$ cat config.mk
export PLATFORM = sky130hd
export DESIGN_NAME = run_ctrl_monitor
export DESIGN_NICKNAME = d
export VERILOG_FILES = /design/src/rtl/run_ctrl_monitor.sv
export SDC_FILE = /design/constraint.sdc
export NUM_CORES = 1
export LEC_CHECK = 0
export CAP_MARGIN = 0
export CORE_AREA = 2 2 378 418
export DETAILED_ROUTE_END_ITERATION = 8
export DIE_AREA = 0 0 380 420
export SLEW_MARGIN = 20
export SYNTH_ARGS = -nofsm -noshare
export SYNTH_HDL_FRONTEND = slang
export SYNTH_SLANG_ARGS = --single-unit
$ cat constraint.sdc
create_clock -name clk -period 46 [get_ports clk]
set_input_delay 9.2 -clock clk [delete_from_list [all_inputs] [get_ports clk]]
set_output_delay 9.2 -clock clk [all_outputs]
set_load 0.02 [all_outputs]
$ cat src/rtl/run_ctrl_monitor.sv
// Run control for the rv32i_cpu harness: core reset sequencing,
// halt/timeout detection and per-cycle trace capture into a drainable FIFO.
module run_ctrl_monitor #(
  parameter int RST_CYCLES = 5,
  parameter int CYCLE_W = 32,
  parameter int NUM_HALT = 2,
  parameter logic [NUM_HALT*32-1:0] HALT_PATTERNS =
    {32'h00100073, 32'h00000073},
  parameter int FIFO_DEPTH = 8
) (
  input  logic               clk,
  input  logic               rst,
  input  logic [CYCLE_W-1:0] max_cycles,
  output logic               cpu_rst,
  input  logic [31:0]        pc_f,
  input  logic [31:0]        instr_f,
  input  logic [31:0]        instr_d,
  input  logic [31:0]        instr_e,
  input  logic [31:0]        result_e,
  input  logic               branch_taken,
  output logic               trace_valid,
  input  logic               trace_ready,
  output logic [CYCLE_W+160:0] trace_data,
  output logic [CYCLE_W-1:0] cycle_count,
  output logic               halted,
  output logic               timed_out,
  output logic               done,
  output logic [15:0]        drop_count
);

  localparam int REC_W  = CYCLE_W + 161;
  localparam int PTR_W  = $clog2(FIFO_DEPTH);
  localparam int CNT_W  = PTR_W + 1;
  localparam int HOLD_W = $clog2(RST_CYCLES + 1);

  typedef enum logic [1:0] {
    HOLD,
    RUN,
    DRAIN,
    DONE
  } state_t;

  state_t state_q, state_d;

  logic [HOLD_W-1:0] hold_q, hold_d;
  logic              push_req;
  logic              cyc_inc;
  logic              set_halt;
  logic              set_to;
  logic              halt_hit;
  logic              timeout_hit;

  logic [REC_W-1:0]  mem [FIFO_DEPTH];
  logic [PTR_W-1:0]  wr_ptr;
  logic [PTR_W-1:0]  rd_ptr;
  logic [CNT_W-1:0]  fifo_cnt;
  logic              full;
  logic              pop;
  logic              push;
  logic              drop;
  logic [REC_W-1:0]  record;

  always_comb begin
    halt_hit = 1'b0;
    for (int i = 0; i < NUM_HALT; i++) begin
      if (instr_e == HALT_PATTERNS[32*i +: 32])
        halt_hit = 1'b1;
    end
  end

  assign timeout_hit = (max_cycles != '0) &&
                       (cycle_count >= max_cycles);

  assign record = {cycle_count, pc_f, instr_f, instr_d,
                   instr_e, result_e, branch_taken};

  always_comb begin
    state_d  = state_q;
    hold_d   = hold_q;
    push_req = 1'b0;
    cyc_inc  = 1'b0;
    set_halt = 1'b0;
    set_to   = 1'b0;
    unique case (state_q)
      HOLD: begin
        if (hold_q == HOLD_W'(RST_CYCLES))
          state_d = RUN;
        else
          hold_d = hold_q + HOLD_W'(1);
      end
      RUN: begin
        push_req = 1'b1;
        cyc_inc  = 1'b1;
        // halt wins over timeout when both hit together
        if (halt_hit) begin
          set_halt = 1'b1;
          state_d  = DRAIN;
        end else if (timeout_hit) begin
          set_to  = 1'b1;
          state_d = DRAIN;
        end
      end
      DRAIN: begin
        if (fifo_cnt == '0)
          state_d = DONE;
      end
      DONE: begin
        state_d = DONE;
      end
      default: state_d = HOLD;
    endcase
  end

  always_ff @(posedge clk) begin
    if (rst) begin
      state_q     <= HOLD;
      hold_q      <= '0;
      cpu_rst     <= 1'b1;
      cycle_count <= '0;
      halted      <= 1'b0;
      timed_out   <= 1'b0;
    end else begin
      state_q <= state_d;
      hold_q  <= hold_d;
      cpu_rst <= (state_d != RUN);
      if (cyc_inc)
        cycle_count <= cycle_count + CYCLE_W'(1);
      if (set_halt)
        halted <= 1'b1;
      if (set_to)
        timed_out <= 1'b1;
    end
  end

  assign done = (state_q == DONE);

  assign full        = (fifo_cnt == CNT_W'(FIFO_DEPTH));
  assign trace_valid = (fifo_cnt != '0);
  assign pop         = trace_valid && trace_ready;
  // a full FIFO still accepts when the head leaves this cycle
  assign push        = push_req && (!full || pop);
  assign drop        = push_req && full && !pop;
  assign trace_data  = mem[rd_ptr];

  always_ff @(posedge clk) begin
    if (push)
      mem[wr_ptr] <= record;
  end

  always_ff @(posedge clk) begin
    if (rst) begin
      wr_ptr     <= '0;
      rd_ptr     <= '0;
      fifo_cnt   <= '0;
      drop_count <= '0;
    end else begin
      if (push)
        wr_ptr <= wr_ptr + PTR_W'(1);
      if (pop)
        rd_ptr <= rd_ptr + PTR_W'(1);
      unique case ({push, pop})
        2'b10:   fifo_cnt <= fifo_cnt + CNT_W'(1);
        2'b01:   fifo_cnt <= fifo_cnt - CNT_W'(1);
        default: fifo_cnt <= fifo_cnt;
      endcase
      if (drop && drop_count != 16'hFFFF)
        drop_count <= drop_count + 16'd1;
    end
  end

endmodule

==> flow_summary.ini <==
[timing]
period_share_pct = 32.49
setup_viol = 0
min_period_ps = 14950
fmaxAchievable_mhz = 66.91
worstMarginPinSlew_ps = 1322
maxSlewViolCount = 0
rsz0062_at_grt = false
hold_viol = 0
clock_skew_ps = 33.93
fin_setup_tns_ps = 0
slew_headroom_pct = 11.84

[final_layout]
area_growth_pct = 19.91
fin_nets = 3508
nFillCells = 12745
drive_gt1_share_pct = 25.76
fin_cells = 5483
final_area_sq_um = 74030

[run_status]
status = finished clean

[placement]
place_inst = 5184
io_buffers = 441
detailed_place_hpwl_microns = 73040
routabilityCongestion = 0.7529
place_area_sq_um = 68800

[routing]
route.detailed.drc = 0
vias = 29182
drtAntennaViolNets = 0
drt_wl_total_microns = 136600
dr.first_iter.drc_count = 2110
routed_via_density = 5.322
routedWlPerCell_microns = 24.91
firstDrtPassIters = 5

[floorplan]
rows = 152
die_height_microns = 420
initial_core_util_pct = 39.78
fp.dieW_microns = 380
dieArea_sq_um = 159600
top_level_ports = 442
core_sq_um = 155200

[clocking]
cts_resized = 0
clock_latency_ps = 810
cts_made_buffers = 164
cts.reportedPaths.clkPinSlew_ps = 60
clock_sinks = 1613
hold_buffers = 0
post_cts.repair.setup_buffers = 0
cts_buffer_depth = 3
tritoncts = done
cts-root-buf = clkbuf_16
h-tree-depth = 4

[synthesis]
synth_top_family_by_area = multiplexers
synth-main-ff-cell = edfxtp_1
synth-compound-area-share_pct = 0.6790
synth_fa_ha_area_share_pct = 0.8431
synth_area_per_cell_sq_um = 22.56
synth_edf_count = 1544
yosys_warnings = 0
synth_top_cell_area_share_pct = 75.10
synthesis.nets = 2973
yosys.area.top_type = edfxtp_1
synth-simple-area-share_pct = 1.842
synth-async-reset-ratio_pct = 0
ys_top_cells_by_area = edfxtp_1 (75%), mux4_2 (14%), mux2_2 (3.5%), dfxtp_1 (2.2%), ha_1 (0.81%)
synth_seq_cells = 1613
synth_mux_area_share_pct = 17.63
synthCells = 2736
synthXorXnorAreaFrac_pct = 0.6242
syn-cell-area_sq_um = 61730
synthDistinctLibCells = 54
yosysSeqAreaShare_pct = 77.34

[setup_path]
cp-end-kind = output pin
worstReg2RegStart = state_q[0]$_SDFF_PP0_
crit_chain = buf_4 -> buf_4 -> buf_4 -> mux4_2 -> mux2_2 -> clkdlybuf4s50_1
path_class = reg -> out
cpPeakStageDelay_ps = 950
cp_common_cell = buf_4
worstPathRequired_ps = 36800
r2r_setup_slack_ps = 41760
critPathSlowestCell = buf_4
crit_fanout = 68
start_kind = flop
critPathArrivalTime_ps = 5750

[pwr]
leakage_nw = 22.80
ir_drop_mv = 0.03254
power_density_nw_per_um2 = 48.05
p_total_mw = 3.557

[hold_path]
hold_class = reg -> reg
hp-start = rd_ptr[1]$_SDFFE_PP0P_

[flow_run]
cap_violations = 0

[global_routing]
overflow = 0
grt_first_pass_wirelength_microns = 201100
grtUsageTotal_pct = 17.08
grt_max_degree = 153
grt_pass1_vias = 30276
antenna_found_initial = 13
cell type report:
| class | count | area (sq um) | area share (%) |
|---|---|---|---|
| timing repair buffer | 488 | 4875 | 6.585 |
| multi-input combinational | 958 | 13400 | 18.10 |
| antenna | 4 | 10.01 | 0.01352 |
| clock inverter | 98 | 924.6 | 1.249 |
| tap | 2079 | 2601 | 3.514 |
| inverter | 46 | 172.7 | 0.2332 |
| clock buffer | 197 | 4290 | 5.796 |
| sequential | 1613 | 47760 | 64.51 |
metrics by stage:
stage                     setup WS, ps  hold WS (ps)  util [%]
final                            31050         475.7     47.70
after CTS                        30890         479.8     47.70
after global routing             30630         530.2     47.70
after global placement           31800         465.8     44.34
after floorplan                  17210         454.1         -
after detailed placement         31810         470.1     44.34
routing by layer:
metal,track usage [%],up-vias,wire (microns)
met5,0,-,103
met4,4.715,18,2609
met3,4.532,184,9383
met2,27.00,852,65240
met1,23.48,15585,59260
li1,-,12543,-
critical path: cells and delay by family (launching register included):
kind     cells  cell delay [ps]
buf+inv      4             3210
flops        1              740
mux          2              710
where the power goes:
part / total, mW / switching [mW] / internal, mW / leakage [nW]
combinational: 0.647 / 0.304 / 0.343 / 5.76
clock: 1.28 / 0.552 / 0.731 / 2.54
sequential: 1.63 / 0.0137 / 1.61 / 14.5
synth_stat cells, drive strengths merged (17+ instances only):
master  count
o21ai      21
xnor2      17
mux4      386
ha         40
mux2      193
buf        50
dfxtp      69
clkbuf     68
xor2       27
edfxtp   1544
nand3      18
nand2      39
nor4       17
a21oi      32
nor2       65
inv        46
cells in the final DEF, fill, tap and decap left out, types with 3 or more instances in the layout:
cell type	count
a211oi_1	3
a21o_1	3
a21oi_1	32
and3_1	4
and4_1	9
buf_12	9
buf_4	38
bufinv_16	11
clkbuf_1	29
clkbuf_16	166
clkdlybuf4s50_1	440
clkinv_1	36
clkinv_16	3
clkinv_2	27
clkinv_8	6
clkinvlp_4	5
dfxtp_1	66
dfxtp_4	3
diode_2	4
edfxtp_1	1544
ha_1	40
inv_1	46
inv_6	6
mux2_2	193
mux4_2	386
nand2_1	39
nand2b_1	5
nand3_1	18
nand4_1	16
nor2_1	62
nor2_4	3
nor2b_1	5
nor3_1	11
nor3_2	5
nor4_1	16
o21ai_0	20
or3_1	12
xnor2_1	17
xor2_1	27
flip-flops by register name, summed over array words and instances (netlist names), named ones only:
register / flops
rd_ptr: 3
halted: 1
fifo_cnt: 4
wr_ptr: 3
drop_count: 16
mem: 1544
timed_out: 1
state_q: 2
cpu_rst: 1
cycle_count: 32
hold_q: 3
worst paths after layout:
| check | to | cells past startpoint |
|---|---|---|
| max | trace_data[125] | 6 |
| max reg2reg | mem[4][97]$_DFFE_PP_ | 6 |
| min reg2reg | flop | 2 |
| min | flop | 2 |
cells by family after synthesis:
| group | after synthesis |
|---|---|
| DFF | 1613 |
| buffers and inverters | 165 |
| AOI/OAI and AO/OA | 72 |
| adders and majority gates | 41 |
| and+or+nand+nor | 220 |
| muxes | 581 |
| xor gates and xnor gates | 44 |
Note: power is estimated with default switching activity, not from simulation.
